===== config.mk =====
export PLATFORM = sky130hd
export DESIGN_NAME = mc_ctrl
export DESIGN_NICKNAME = d
export VERILOG_FILES = /design/src/rtl/mc_ctrl.sv
export SDC_FILE = /design/constraint.sdc
export NUM_CORES = 1
export LEC_CHECK = 0
export BUFFER_PORTS_ARGS = -buffer_cell sky130_fd_sc_hd__buf_2
export CORE_ASPECT_RATIO = 1.75
export CORE_MARGIN = 3
export CORE_UTILIZATION = 40
export DETAILED_ROUTE_END_ITERATION = 12
export PLACE_DENSITY = 0.68
export RECOVER_POWER = 50
export SYNTH_ARGS = -nofsm -noshare
export SYNTH_HDL_FRONTEND = slang
export SYNTH_SLANG_ARGS = --single-unit
export TNS_END_PERCENT = 100

===== constraint.sdc =====
create_clock -name clk -period 2.45 [get_ports clk]
set_input_delay 0.6125 -clock clk [delete_from_list [all_inputs] [get_ports clk]]
set_output_delay 0.6125 -clock clk [all_outputs]
set_load 0.01 [all_outputs]

===== src/rtl/mc_ctrl.sv =====
// Multi-cycle MIPS control FSM: fetch/decode/execute/memory/write-back sequencing and a retired-instruction counter.
// Optional illegal-opcode trap state is enabled by defining MC_CTRL_TRAP_EN; otherwise illegal opcodes retire as NOP.
module mc_ctrl #(
    parameter int unsigned ALUOP_W = 3,
    parameter int unsigned CNT_W   = 32
) (
    input  logic               clk,
    input  logic               rst_n,
    input  logic [5:0]         op_c,
    input  logic [5:0]         funct,
    input  logic               zero,
    input  logic               mem_ready,
    output logic               mem_req,
    output logic               mem_we,
    output logic               iord,
    output logic               ir_we,
    output logic               pc_we,
    output logic [1:0]         pc_src,
    output logic               alu_src_a,
    output logic [1:0]         alu_src_b,
    output logic [ALUOP_W-1:0] aluop,
    output logic               ext_c,
    output logic               reg_we,
    output logic [1:0]         dest_reg_c,
    output logic [1:0]         result_c,
    output logic               sh_d_c,
    output logic               instr_done,
    output logic [CNT_W-1:0]   retired,
    output logic               trap
);

    typedef enum logic [3:0] {
        FETCH,
        DECODE,
        MEMADR,
        MEMRD,
        MEMWB,
        MEMWR,
        EXEC,
        ALUWB,
        IMMEX,
        IMMWB,
        BRANCH,
        JUMP
`ifdef MC_CTRL_TRAP_EN
        , TRAP
`endif
    } state_t;

    localparam logic [5:0] OP_RTYPE = 6'b000000;
    localparam logic [5:0] OP_LW    = 6'b100011;
    localparam logic [5:0] OP_SW    = 6'b101011;
    localparam logic [5:0] OP_ADDI  = 6'b001000;
    localparam logic [5:0] OP_ANDI  = 6'b001100;
    localparam logic [5:0] OP_ORI   = 6'b001101;
    localparam logic [5:0] OP_SLTI  = 6'b001010;
    localparam logic [5:0] OP_LUI   = 6'b001111;
    localparam logic [5:0] OP_BEQ   = 6'b000100;
    localparam logic [5:0] OP_BNE   = 6'b000101;
    localparam logic [5:0] OP_J     = 6'b000010;
    localparam logic [5:0] OP_JAL   = 6'b000011;

    localparam logic [5:0] FN_SLL   = 6'b000000;
    localparam logic [5:0] FN_SRL   = 6'b000010;
    localparam logic [5:0] FN_JR    = 6'b001000;

    localparam logic [ALUOP_W-1:0] ALU_ADD   = ALUOP_W'(3'd0);
    localparam logic [ALUOP_W-1:0] ALU_SUB   = ALUOP_W'(3'd1);
    localparam logic [ALUOP_W-1:0] ALU_OR    = ALUOP_W'(3'd2);
    localparam logic [ALUOP_W-1:0] ALU_SLT   = ALUOP_W'(3'd3);
    localparam logic [ALUOP_W-1:0] ALU_AND   = ALUOP_W'(3'd4);
    localparam logic [ALUOP_W-1:0] ALU_FUNCT = ALUOP_W'(3'd7);

    state_t state, state_nxt;

    logic is_mem, is_r, is_jr, is_imm, is_br, is_j;

    always_comb begin
        is_mem = (op_c == OP_LW) || (op_c == OP_SW);
        is_r   = (op_c == OP_RTYPE);
        is_jr  = is_r && (funct == FN_JR);
        is_imm = (op_c == OP_ADDI) || (op_c == OP_ANDI) || (op_c == OP_ORI) ||
                 (op_c == OP_SLTI) || (op_c == OP_LUI);
        is_br  = (op_c == OP_BEQ) || (op_c == OP_BNE);
        is_j   = (op_c == OP_J) || (op_c == OP_JAL);
    end

    always_ff @(posedge clk or negedge rst_n) begin
        if (!rst_n) begin
            state <= FETCH;
        end else begin
            state <= state_nxt;
        end
    end

    always_comb begin
        state_nxt  = state;
        mem_req    = 1'b0;
        mem_we     = 1'b0;
        iord       = 1'b0;
        ir_we      = 1'b0;
        pc_we      = 1'b0;
        pc_src     = 2'd0;
        alu_src_a  = 1'b0;
        alu_src_b  = 2'd0;
        aluop      = ALU_ADD;
        ext_c      = 1'b0;
        reg_we     = 1'b0;
        dest_reg_c = 2'd0;
        result_c   = 2'd0;
        sh_d_c     = 1'b0;
        instr_done = 1'b0;
        trap       = 1'b0;

        case (state)
            FETCH: begin
                mem_req   = 1'b1;
                alu_src_b = 2'd1;
                if (mem_ready) begin
                    // Write enables are masked while reset is held so the
                    // reset-time outputs show only the plain fetch request.
                    ir_we     = rst_n;
                    pc_we     = rst_n;
                    state_nxt = DECODE;
                end
            end
            DECODE: begin
                alu_src_b = 2'd3;
                if (is_mem) begin
                    state_nxt = MEMADR;
                end else if (is_r) begin
                    state_nxt = is_jr ? JUMP : EXEC;
                end else if (is_imm) begin
                    state_nxt = IMMEX;
                end else if (is_br) begin
                    state_nxt = BRANCH;
                end else if (is_j) begin
                    state_nxt = JUMP;
                end else begin
`ifdef MC_CTRL_TRAP_EN
                    state_nxt = TRAP;
`else
                    instr_done = 1'b1;
                    state_nxt  = FETCH;
`endif
                end
            end
            MEMADR: begin
                alu_src_a = 1'b1;
                alu_src_b = 2'd2;
                state_nxt = (op_c == OP_LW) ? MEMRD : MEMWR;
            end
            MEMRD: begin
                mem_req = 1'b1;
                iord    = 1'b1;
                if (mem_ready) begin
                    state_nxt = MEMWB;
                end
            end
            MEMWR: begin
                mem_req = 1'b1;
                mem_we  = 1'b1;
                iord    = 1'b1;
                if (mem_ready) begin
                    instr_done = 1'b1;
                    state_nxt  = FETCH;
                end
            end
            MEMWB: begin
                reg_we     = 1'b1;
                dest_reg_c = 2'd1;
                result_c   = 2'd1;
                instr_done = 1'b1;
                state_nxt  = FETCH;
            end
            EXEC: begin
                alu_src_a = 1'b1;
                aluop     = ALU_FUNCT;
                state_nxt = ALUWB;
            end
            ALUWB: begin
                reg_we     = 1'b1;
                instr_done = 1'b1;
                state_nxt  = FETCH;
                if (funct == FN_SLL) begin
                    result_c = 2'd3;
                    sh_d_c   = 1'b1;
                end else if (funct == FN_SRL) begin
                    result_c = 2'd3;
                end
            end
            IMMEX: begin
                alu_src_a = 1'b1;
                alu_src_b = 2'd2;
                ext_c     = (op_c == OP_LUI);
                state_nxt = IMMWB;
                case (op_c)
                    OP_ORI:  aluop = ALU_OR;
                    OP_SLTI: aluop = ALU_SLT;
                    OP_ANDI: aluop = ALU_AND;
                    default: aluop = ALU_ADD;
                endcase
            end
            IMMWB: begin
                reg_we     = 1'b1;
                dest_reg_c = 2'd1;
                instr_done = 1'b1;
                state_nxt  = FETCH;
            end
            BRANCH: begin
                alu_src_a  = 1'b1;
                aluop      = ALU_SUB;
                pc_src     = 2'd1;
                pc_we      = (op_c == OP_BEQ) ? zero : ~zero;
                instr_done = 1'b1;
                state_nxt  = FETCH;
            end
            JUMP: begin
                pc_we      = 1'b1;
                instr_done = 1'b1;
                state_nxt  = FETCH;
                if (is_jr) begin
                    pc_src = 2'd3;
                end else begin
                    pc_src = 2'd2;
                end
                if (op_c == OP_JAL) begin
                    reg_we     = 1'b1;
                    dest_reg_c = 2'd2;
                    result_c   = 2'd2;
                end
            end
`ifdef MC_CTRL_TRAP_EN
            TRAP: begin
                trap      = 1'b1;
                state_nxt = TRAP;
            end
`endif
            default: begin
                state_nxt = FETCH;
            end
        endcase
    end

    always_ff @(posedge clk or negedge rst_n) begin
        if (!rst_n) begin
            retired <= '0;
        end else if (instr_done) begin
            retired <= retired + CNT_W'(1);
        end
    end

endmodule


==> metrics.csv <==
metric,value,unit
status,finished with violations,
violated checks,negative setup slack,
share of cells above drive strength 1,29.6,%
Least-Margin Pin Slew,0.874,ns
slowest cell on the critical path,or4_4,
synthesis warning total,0,
post-placement cell area,0.00269,mm2
synthesized area,0.00218,mm2
clock-pin transition on the worst setup and hold timing paths,0.06,ns
CTS H-tree lvls,2,
vias per cell,5.52,
CTS tree,yes,
Cell variety after synth,49,
first-pass GRT wire length,9.43,mm
cts bufs inserted,5,
post-synthesis sequential area ratio,41.4,%
Post-Place Cells,377,
"Design Area, Final",0.00288,mm2
endpoint class of the critical path,primary output,
crit path max fanout,3,
Hold WC Path Type,reg2reg,
Final Skew,0.00519,ns
gate count of the mapped netlist,243,
Setup CP Type,in2out,
Non-Filler Instances,389,
die width,61.8,um
Power Density,768,mW/mm2
Highest Clock Rate,392,MHz
CTS sink cnt,36,
Pre-Repair DR Iteration Count,4,
Final Setup Violations,3,
core area,0.00510,mm2
utilization after layout,56.3,%
worst reg2reg endpoint,retired[30],
largest net degree at the start of global routing,37,
starting density of the core,42.6,%
Max-cap violations,0,
number of global-route vias before repair,2091,
ys flop type,dfrtp_1,
"Buf+Inv Stages, Crit Path",2,
RSZ-0062 raised after global routing,yes,
Max transition margin,41.7,%
critical path startpoint,op_c[5],
Rows,34,
total track usage,18.9,%
Max VDD drop,0.341,mV
grt ovf,0,
fin. max-slew vios,0,
hpwl dp,4.24,mm
fin crit period,2.55,ns
critical path required time,1.84,ns
leakage power,1.30,nW
die area,0.00640,mm2
async set-reset flop share out of synthesis,100,%
slack of the critical path,-0.0991,ns
Placer Congestion,0.863,
max incr delay on CP,0.53,ns
Die Y,104,um
period utilization,104,%
num ports,70,
antenna violations before repair,0,
Reg2Reg Depth,6,
hold_sp,retired[31],
antenna cell count,0,
Vias,2149,
Post-synth EDFFs,0,
"Data arrival, critical path",1.94,ns
worst-skew pair later-pin latency,0.29,ns
FILL cells,475,
DR DRC count,0,
final hold vios,0,
Detail Route Antenna Nets,0,
nets,352,
Routed WL,5.75,mm
DR WL/cell,14.8,um
clk buf depth,2,
number of synthesized register bits,36,
Area Growth Syn to Fin,32.1,%
"Critical Path, Cell by Cell",buf_6 -> or4_4 -> or3_4 -> o21ai_2 -> a21o_1 -> buf_2,
reg2reg start,retired[15],
FF-to-FF setup slack,0.31,ns
"commonest cells after routing, fill and taps aside","39 x buf_2, 36 x dfrtp_1, 32 x xnor2_1",
initial drt markers,116,
Mapped Nets,260,
PortBufs,68,
synthesized area per cell,8.95,um2
crit path to,reg_we,
Crit path max-delay family,simple AND/OR/NAND/NOR gates,
CTS root buffer,clkbuf_8,
Crit. path cell count,6,
CP Launch Type,primary input,
"commonest non-fill, non-tap cell in the layout",buf_2,
-- report_power, final --
group / internal [W] / switching (W) / total, W
Sequential: 0.000664 / 0.0000718 / 0.000736
Combinational: 0.000420 / 0.000603 / 0.00102
Clock: 0.000250 / 0.000199 / 0.000449
-- worst min-delay path by stage --
stage | cells after the start | slack, ns | to
2_1_floorplan | 0 | 0.32 | retired[0]
3_3_place_gp | 1 | 0.46 | retired[31]
3_5_place_dp | 1 | 0.47 | retired[31]
4_1_cts | 2 | 0.43 | retired[24]
5_1_grt | 1 | 0.51 | retired[31]
6_report | 1 | 0.47 | retired[31]
-- per-layer routing --
metal | track usage (%) | wire (um) | up-vias
met5 | 0 | 0 | -
met4 | 8.95 | 189 | 0
met3 | 2.99 | 256 | 14
met2 | 34.0 | 3150 | 78
met1 | 19.9 | 2160 | 1009
li1 | - | - | 1048
-- state kept, by name, summed over array words and instances, names as in the netlist --
name	flops
retired	32
state	4
-- through the flow --
step                      power, W  setup slack [ns]  hold slack, ns  setup TNS, ns
final                      0.00221           -0.0991           0.472         -0.165
after global routing       0.00236            -0.144           0.510         -0.453
after CTS                  0.00219            -0.119           0.430         -0.211
after detailed placement   0.00172            -0.202           0.474         -0.662
after global placement     0.00172            -0.187           0.458         -0.578
after floorplan            0.00136            0.0314           0.317              0
-- area by class of cell --
type | instances | area [um2] | share of cell area (%)
Multi-Input combinational cell | 191 | 1250 | 43.5
Sequential cell | 36 | 901 | 31.3
Timing Repair Buffer | 96 | 542 | 18.8
Clock buffer | 7 | 96.3 | 3.35
Tap cell | 54 | 67.6 | 2.35
Inverter | 5 | 18.8 | 0.653
-- cell usage after synthesis, types with 2 or more instances --
cell type | count | area (um2)
buf_6 | 2 | 22.5
o22ai_1 | 5 | 31.3
nand2_1 | 23 | 86.3
xor2_1 | 2 | 17.5
o21ai_0 | 6 | 30.0
nor2b_1 | 6 | 37.5
nor2_1 | 26 | 97.6
inv_1 | 5 | 18.8
and3_1 | 6 | 37.5
buf_2 | 6 | 30.0
nand3_1 | 18 | 90.1
a21oi_1 | 8 | 40.0
o31ai_1 | 2 | 15.0
or4_1 | 2 | 15.0
dfrtp_1 | 36 | 901
nor3_1 | 7 | 35.0
xnor2_1 | 32 | 280
nand2b_1 | 3 | 18.8
nor4_1 | 3 | 18.8
nand4_1 | 16 | 100
-- kinds of logic after synthesis --
logic type / after synthesis / synth area share, %
AOI/OAI and AO/OA: 34 / 10.4
and+or+nand+nor: 120 / 29.3
DFF: 36 / 41.4
adders and majority gates: 1 / 0.575
xor gates and xnor gates: 34 / 13.7
other: 1 / 0.172
muxes: 1 / 0.518
buffers and inverters: 16 / 3.97
-- what timing repair did --
item,CTS,global route
endpoints found under the hold margin,0,0
hold buffers,0,0
setup buffers,3,2
setup endpoints to repair,7,7
pin swaps,6,5
gates resized for setup,13,11
Power figures use the tool's default switching activity.
